File: src/rtl/div_issue_ctrl.sv
// Operand FIFO and issue sequencer for the iterative fractional divider.
// Optional divide-by-zero bypass: define DIVZERO_CHK_EN.
module div_issue_ctrl #(
    parameter int DEPTH = 4,
    parameter int AW    = 2
) (
    input  logic       clk,
    input  logic       reset,
    input  logic       in_valid,
    output logic       in_ready,
    input  logic [7:0] in_y,
    input  logic [7:0] in_x,
    output logic       out_valid,
    input  logic       out_ready,
    output logic [7:0] out_q,
    output logic [7:0] out_r,
    output logic       out_err,
    output logic       busy,
    output logic [7:0] div_y,
    output logic [7:0] div_x,
    output logic       div_start,
    input  logic       div_ready,
    input  logic [7:0] div_q,
    input  logic [7:0] div_r
);

    localparam logic [AW:0] FULL = DEPTH[AW:0];

    typedef enum logic [2:0] {
        IDLE,
        ISSUE,
        ACK,
`ifdef DIVZERO_CHK_EN
        ZERO,
`endif
        RUN
    } state_t;

    state_t state, state_nx;

    logic [15:0]   mem [DEPTH];
    logic [AW-1:0] wr_ptr, rd_ptr;
    logic [AW:0]   count;
    logic [15:0]   head;
    logic [7:0]    op_y, op_x;
    logic          push, pop, cap, slot_free;
`ifdef DIVZERO_CHK_EN
    logic          zcap;
    logic          err_r;
`endif

    assign in_ready  = (count != FULL);
    assign push      = in_valid && in_ready;
    assign head      = mem[rd_ptr];
    assign slot_free = !out_valid || out_ready;
    assign div_y     = op_y;
    assign div_x     = op_x;
    assign div_start = (state == ISSUE);
    assign busy      = (count != '0) || (state != IDLE);

`ifdef DIVZERO_CHK_EN
    assign out_err = err_r;
`else
    assign out_err = 1'b0;
`endif

    always_comb begin
        state_nx = state;
        pop      = 1'b0;
        cap      = 1'b0;
`ifdef DIVZERO_CHK_EN
        zcap     = 1'b0;
`endif
        case (state)
            IDLE: begin
                if (count != '0) begin
                    pop      = 1'b1;
                    state_nx = ISSUE;
`ifdef DIVZERO_CHK_EN
                    if (head[7:0] == 8'h00)
                        state_nx = ZERO;
`endif
                end
            end
            ISSUE: if (div_ready) state_nx = ACK;
            // ready must drop first, else a stale ready looks like done
            ACK: if (!div_ready) state_nx = RUN;
            RUN: begin
                if (div_ready && slot_free) begin
                    cap      = 1'b1;
                    state_nx = IDLE;
                end
            end
`ifdef DIVZERO_CHK_EN
            ZERO: begin
                if (slot_free) begin
                    zcap     = 1'b1;
                    state_nx = IDLE;
                end
            end
`endif
            default: state_nx = IDLE;
        endcase
    end

    always_ff @(posedge clk) begin
        if (push)
            mem[wr_ptr] <= {in_y, in_x};
    end

    always_ff @(posedge clk) begin
        if (reset) begin
            state  <= IDLE;
            wr_ptr <= '0;
            rd_ptr <= '0;
            count  <= '0;
            op_y   <= '0;
            op_x   <= '0;
        end else begin
            state <= state_nx;
            if (push)
                wr_ptr <= wr_ptr + AW'(1);
            if (pop) begin
                rd_ptr <= rd_ptr + AW'(1);
                op_y   <= head[15:8];
                op_x   <= head[7:0];
            end
            case ({push, pop})
                2'b10:   count <= count + (AW+1)'(1);
                2'b01:   count <= count - (AW+1)'(1);
                default: count <= count;
            endcase
        end
    end

    always_ff @(posedge clk) begin
        if (reset) begin
            out_valid <= 1'b0;
            out_q     <= '0;
            out_r     <= '0;
`ifdef DIVZERO_CHK_EN
            err_r     <= 1'b0;
`endif
        end else if (cap) begin
            out_valid <= 1'b1;
            out_q     <= div_q;
            out_r     <= div_r;
`ifdef DIVZERO_CHK_EN
            err_r     <= 1'b0;
        end else if (zcap) begin
            out_valid <= 1'b1;
            out_q     <= 8'hFF;
            out_r     <= op_y;
            err_r     <= 1'b1;
`endif
        end else if (out_valid && out_ready) begin
            out_valid <= 1'b0;
        end
    end

endmodule

File: config.mk
export PLATFORM = sky130hd
export DESIGN_NAME = div_issue_ctrl
export DESIGN_NICKNAME = d
export VERILOG_FILES = /design/src/rtl/div_issue_ctrl.sv
export SDC_FILE = /design/constraint.sdc
export NUM_CORES = 1
export LEC_CHECK = 0
export ABC_AREA = 1
export ABC_CLOCK_PERIOD_IN_PS = 3000
export CORE_MARGIN = 2
export CORE_UTILIZATION = 45
export CTS_BUF_LIST = sky130_fd_sc_hd__clkbuf_4
export CTS_CLUSTER_SIZE = 12
export DETAILED_ROUTE_END_ITERATION = 10
export MAX_ROUTING_LAYER = met4
export PLACE_DENSITY = 0.7
export SYNTH_ARGS = -nofsm -noshare
export SYNTH_HDL_FRONTEND = slang
export SYNTH_SLANG_ARGS = --single-unit
File: constraint.sdc
create_clock -name clk -period 3 [get_ports clk]
set_input_delay 0.75 -clock clk [delete_from_list [all_inputs] [get_ports clk]]
set_output_delay 0.75 -clock clk [all_outputs]
set_load 0.05 [all_outputs]
==> summary.txt, run 1 <==
Status
  – Outcome: complete, no violations

Pwr
  – Tot Pwr: 4.56 mW
  – Maximum VDD drop: 0.432 mV
  – Power per cell area: 876 nW/um^2
  – Leakage: 2.03 nW

Clock network
  – CTS H-tree depth: 3
  – CTS max path bufs: 2
  – CTS tree: yes
  – Hold Buf Count CTS: 0
  – Root buffer cell: clkbuf_4
  – CTS sink count: 106
  – CTS clk-pin slew, worst paths: 0.16 ns
  – CTS buffer count: 9
  – Clk Latency, worst-skew pair: 0.43 ns

STA
  – Final critical-path required period: 2.62 ns
  – Unrepaired setup endpoints after global routing: no
  – F_max: 382 MHz
  – Total Negative Setup Slacks: 0 ns
  – Worst Slack Setup Final: 0.379 ns
  – Final setup vio count: 0
  – Tightest Pin Transition: 0.654 ns
  – Slew Limit Headroom: 0.564
  – Worst Skew: 0.0174 ns
  – Fin. Hold Viols: 0
  – Slew Limit Fails: 0
  – Final Cycle Share: 0.874

Place
  – Port Buf Inserts: 72
  – Pre-CTS setup slack: 0.520 ns
  – RD Place Congestion: 0.790
  – HPWL after detailed placement: 5.62 mm
  – Placed Cells: 612

Synthesis
  – Synth cell types: 25
  – Cell taking the most area after synthesis: edfxtp_1
  – Cells after synthesis: 423
  – Syn Nets: 471
  – Async SR Flop Fraction: 0
  – Synthesized flop and latch total: 106
  – Synth cell count leaders: 139 x nor2_1, 64 x edfxtp_1, 56 x o21ai_0
  – Most common cell in the netlist: nor2_1
  – Post-synth EDFFs: 64
  – Mean post-synth cell area: 10.3 um^2
  – Top post-synthesis cells by area: edfxtp_1 44%, dfxtp_1 19%, nor2_1 12%
  – Register area share after synthesis: 0.637
  – Main synth FF type: edfxtp_1
  – Mapped Area: 4340 um^2
  – Yosys Warn Count: 0
  – Post-synth top area share: 0.443

Final layout
  – Area growth syn-to-layout: 19.8%
  – Ant diodes: 0
  – Final Non-Filler Cells: 628
  – Final nets: 542
  – Layout cells sized above 1: 0.0701
  – FILL cells: 831
  – Util after Layout: 0.560

GRT
  – GRT Overall Usage: 0.178
  – Global-route wire length before repair: 13.7 mm
  – GRT overflow: 0
  – Vias in the first global route: 2,924
  – Largest net degree at the start of global routing: 36
  – Initial antenna violation count: 0

Worst setup path
  – Reg2Reg Capture Point: count[2]$_SDFFE_PP0P_
  – Reg2Reg Launch Point: state[0]$_SDFFE_PP0P_
  – CP startpoint kind: register
  – CP Capture Type: output port
  – CP required: 2.25 ns
  – Critical Path Fanout Max: 5
  – CP arrival: 1.87 ns
  – Worst reg2reg path depth: 11
  – Crit Path Class: register to output port
  – Reg2Reg Setup Slack: 0.66 ns

Worst hold path
  – Worst hold path type: register to register
  – Worst Hold Path EP: out_r[1]$_SDFFE_PP0P_
  – HP Start: out_r[1]$_SDFFE_PP0P_
  – Hold Path Stages: 2

Route
  – Routed Antenna Nets: 0
  – DR iter-0 viols: 158
  – Avg WL per Cell: 13.8 um
  – Routed via count: 3,039
  – DR DRC count: 0
  – Vias per cell: 4.84
  – Post-Route WL: 8.68 mm
  – 1st-pass router iterations: 4

Die
  – FP Rows: 35
  – Die area: 10,400 um^2
  – Initial core utilization: 0.467
  – Number of placed I/O pins: 74
  – Die Y: 102 um
  – Die Wd: 102 um
  – Core area: 9280 um^2

Run
  – Max-cap viol count: 0
==> repair_timing <==
item / CTS / global route
endpoints found under the setup margin: 0 / 1
gates resized for setup: 0 / 1
buffers inserted: 0 / 0
==> metrics by stage <==
stage	area (um^2)	hold slack, ns
global route	5200	0.572
global placement	5080	0.493
CTS	5190	0.539
floorplan	4340	0.490
finish	5200	0.530
detailed placement	5080	0.499
==> cell families (layout without fill, tap and decap cells) <==
group	count (synthesis)	count (layout)	synth area share
other cells	1	1	0.000864
buf+inv	46	122	0.0710
fa+ha+maj	11	11	0.0335
flops	106	106	0.637
simple gates	179	179	0.165
compound gates	80	80	0.0929
==> worst max-delay path, stage by stage, from the launching register on <==
cell and delay [ns]:
dfxtp_1 0.38, inv_1 0.09, ha_1 0.18, clkdlybuf4s50_1 0.81
==> layout make-up <==
type | count | area, um^2 | area share
clock inverters | 7 | 50.0 | 0.00963
multi-input cells | 271 | 1270 | 0.244
flip-flops and latches | 106 | 2760 | 0.532
well taps | 129 | 161 | 0.0311
repair buffers | 80 | 783 | 0.151
clock buffers | 9 | 67.6 | 0.0130
inverters | 26 | 105 | 0.0202
==> worst max path at each step <==
stage / from / endpoint / slack, ns / cells after the start
2_1_floorplan: count[1]$_SDFFE_PP0P_ / count[2]$_SDFFE_PP0P_ / 0.92 / 10
3_3_place_gp: state[0]$_SDFFE_PP0P_ / busy / 0.59 / 4
3_5_place_dp: in_valid / count[2]$_SDFFE_PP0P_ / 0.52 / 9
4_1_cts: state[0]$_SDFFE_PP0P_ / busy / 0.03 / 4
5_1_grt: state[1]$_SDFFE_PP0P_ / div_start / 0.26 / 3
6_report: state[1]$_SDFFE_PP0P_ / div_start / 0.38 / 3
==> placed cells by master (no fill, tap or decap), drive strengths merged <==
master | synthesis | final
nand4 | 2 | 2
dfxtp | 42 | 42
ha | 10 | 10
conb | 1 | 1
nor2 | 141 | 141
clkinv | 0 | 3
inv | 26 | 30
a21oi | 8 | 8
edfxtp | 64 | 64
fa | 1 | 1
nand3 | 2 | 2
clkbuf | 4 | 9
buf | 16 | 8
clkdlybuf4s50 | 0 | 71
nand2 | 34 | 34
o21ai | 71 | 71
dlymetal6s2s | 0 | 1
o21bai | 1 | 1
==> layer usage <==
metal  track usage  part of all wire
met4        0.0574            0.0088
met3        0.0335             0.053
met5             -                 0
met2         0.316              0.50
met1         0.204              0.44
==> flip-flops by register name (all words and copies together), names as in the netlist <==
| name | count |
|---|---|
| div_y | 8 |
| out_valid | 1 |
| state | 2 |
| out_r | 8 |
| count | 3 |
| mem | 64 |
| div_x | 8 |
| out_q | 8 |
| wr_ptr | 2 |
| rd_ptr | 2 |
==> power by group <==
group	switching [mW]	total (mW)	internal [mW]
sequential	0.148	1.94	1.80
combinational	1.35	1.97	0.627
clock	0.461	0.639	0.178
Power figures use the tool's default switching activity.
==> run 2: changes to the inputs <==
SLEW_MARGIN = 20   (was unset)
TNS_END_PERCENT = 20   (was unset)
==> results of run 2 <==
Same layout as run 1: the final DEF is identical, and so are final timing and power.
==> run 3: changes to the inputs <==
RECOVER_POWER = 25   (was unset)
==> summary.txt, run 3 (synthesis gave the netlist of run 1 again) <==
Route
  – Routed via count: 3,039 (unchanged)
  – DR DRC count: 0 (unchanged)
  – DR iter-0 viols: 157 (-0.63%)
  – Vias per cell: 4.84 (unchanged)
  – Routed Antenna Nets: 0 (unchanged)
  – 1st-pass router iterations: 4 (unchanged)
  – Post-Route WL: 8.67 mm (about the same)
  – Avg WL per Cell: 13.8 um (about the same)

Worst setup path
  – Cell family with most CP delay: buffers and inverters
  – Crit path cell chain: inv_1 -> ha_1 -> clkdlybuf4s50_1
  – Reg2Reg Capture Point: count[2]$_SDFFE_PP0P_
  – Critical Path Fanout Max: 5 (unchanged)
  – CP arrival: 1.87 ns (about the same)
  – CP max stage cell: clkdlybuf4s50_1
  – CP required: 2.25 ns (about the same)
  – CP Capture Type: output port
  – Reg2Reg Launch Point: state[0]$_SDFFE_PP0P_
  – WP buf/inv: 2 (unchanged)
  – Reg2Reg Setup Slack: 0.66 ns (about the same)
  – Crit Path Class: register to output port
  – CP peak stage delay: 0.81 ns (about the same)
  – Worst reg2reg path depth: 11 (unchanged)
  – CP startpoint kind: register
  – CP Depth: 3 (unchanged)

Pwr
  – Power per cell area: 876 nW/um^2 (about the same)
  – Maximum VDD drop: 0.432 mV (about the same)
  – Leakage: 2.03 nW (+0.17%)

STA
  – Total Negative Setup Slacks: 0 ns (unchanged)
  – Slew Limit Headroom: 0.564 (about the same)
  – F_max: 382 MHz (about the same)
  – Unrepaired setup endpoints after global routing: no
  – Worst Slack Setup Final: 0.379 ns (+0.0000690 ns)
  – Final Cycle Share: 0.874 (about the same)
  – Slew Limit Fails: 0 (unchanged)
  – Tightest Pin Transition: 0.654 ns (-0.000243 ns)
  – Fin. Hold Viols: 0 (unchanged)
  – Final setup vio count: 0 (unchanged)
  – Worst Skew: 0.0174 ns (+0.0000301 ns)
  – Final critical-path required period: 2.62 ns (-0.0000690 ns)

Clock network
  – Clk Latency, worst-skew pair: 0.43 ns (about the same)
  – CTS tree: yes
  – CTS clk-pin slew, worst paths: 0.16 ns (about the same)
  – CTS max path bufs: 2 (unchanged)
  – Root buffer cell: clkbuf_4
  – CTS buffer count: 9 (unchanged)
  – Hold Buf Count CTS: 0 (unchanged)
  – CTS sink count: 106 (unchanged)
  – CTS H-tree depth: 3 (unchanged)

Die
  – Die Wd: 102 um (unchanged)
  – FP Rows: 35 (unchanged)
  – Die Y: 102 um (unchanged)
  – Number of placed I/O pins: 74 (unchanged)
  – Die area: 10,400 um^2 (unchanged)
  – Core area: 9280 um^2 (unchanged)
  – Initial core utilization: 0.467 (unchanged)

Worst hold path
  – Worst hold path type: register to register
  – HP Start: out_r[1]$_SDFFE_PP0P_
  – Hold Path Stages: 2 (unchanged)
  – Worst Hold Path EP: out_r[1]$_SDFFE_PP0P_

GRT
  – Initial antenna violation count: 0 (unchanged)
  – Largest net degree at the start of global routing: 36 (unchanged)
  – Global-route wire length before repair: 13.7 mm (unchanged)
  – GRT Overall Usage: 0.178 (unchanged)
  – GRT overflow: 0 (unchanged)
  – Vias in the first global route: 2,924 (unchanged)

Final layout
  – Most frequent cells in the layout: 139 x nor2_1, 64 x edfxtp_1, 58 x clkdlybuf4s50_1, 56 x o21ai_0, 42 x dfxtp_1
  – Commonest non-fill, non-tap cell in the layout: nor2_1
  – Number of flip-flops in the largest register: 64 (unchanged)
  – Area growth syn-to-layout: 19.8% (unchanged)
  – Ant diodes: 0 (unchanged)
  – Top reg by flops: mem
  – Layout cells sized above 1: 0.0701 (unchanged)
  – Final nets: 542 (unchanged)

Status
  – Outcome: complete, no violations

Place
  – Pre-CTS setup slack: 0.520 ns (unchanged)
  – Port Buf Inserts: 72 (unchanged)
  – RD Place Congestion: 0.790 (unchanged)
  – HPWL after detailed placement: 5.62 mm (unchanged)

Run
  – Max-cap viol count: 0 (unchanged)
run 3: routing by layer:
layer | global-route usage | part of all wire | up-vias
met1 | 0.204 | 0.44 | 1433
li1 | - | - | 1532
met5 | - | 0 | -
met3 | 0.0335 | 0.053 | 6
met4 | 0.0574 | 0.0088 | 0
met2 | 0.316 | 0.50 | 68
run 3: worst min-delay path, stage by stage, from the launching register on:
cell and delay, ns:
dfxtp_1 0.35, o21ai_0 0.08, nor2_1 0.08
run 3: cell type report:
cell class	instances	area, um^2
multi-input cells	271	1270
flip-flops and latches	106	2760
clock inverters	7	50.0
fillers	831	4090
clock buffers	9	67.6
well taps	129	161
inverters	26	105
repair buffers	80	783
run 3: per-stage QoR:
stage | utilization | std cells | hold slack [ns] | power [mW] | area (um^2)
after global routing | 0.560 | 628 | 0.572 | 4.86 | 5200
after CTS | 0.560 | 628 | 0.539 | 4.60 | 5190
final | 0.560 | 628 | 0.530 | 4.55 | 5200
after floorplan | - | 423 | 0.490 | 3.54 | 4340
after detailed placement | 0.547 | 612 | 0.499 | 3.97 | 5080
after global placement | 0.547 | 612 | 0.493 | 3.91 | 5080
run 3: timing repair:
action,4_1_cts,5_1_grt
buffers inserted,0,0
endpoints found under the setup margin,0,1
resized for setup,0,1
run 3: worst max path at each step:
stage          slack, ns                     to             startpoint
5_1_grt             0.26              div_start  state[1]$_SDFFE_PP0P_
2_1_floorplan       0.92  count[2]$_SDFFE_PP0P_  count[1]$_SDFFE_PP0P_
3_3_place_gp        0.59                   busy  state[0]$_SDFFE_PP0P_
3_5_place_dp        0.52  count[2]$_SDFFE_PP0P_               in_valid
6_report            0.38              div_start  state[1]$_SDFFE_PP0P_
4_1_cts             0.03                   busy  state[0]$_SDFFE_PP0P_
run 3: power breakdown:
group	internal (mW)	switching, mW
Clock	0.178	0.461
Sequential	1.80	0.148
Combinational	0.624	1.35
Total	2.60	1.95
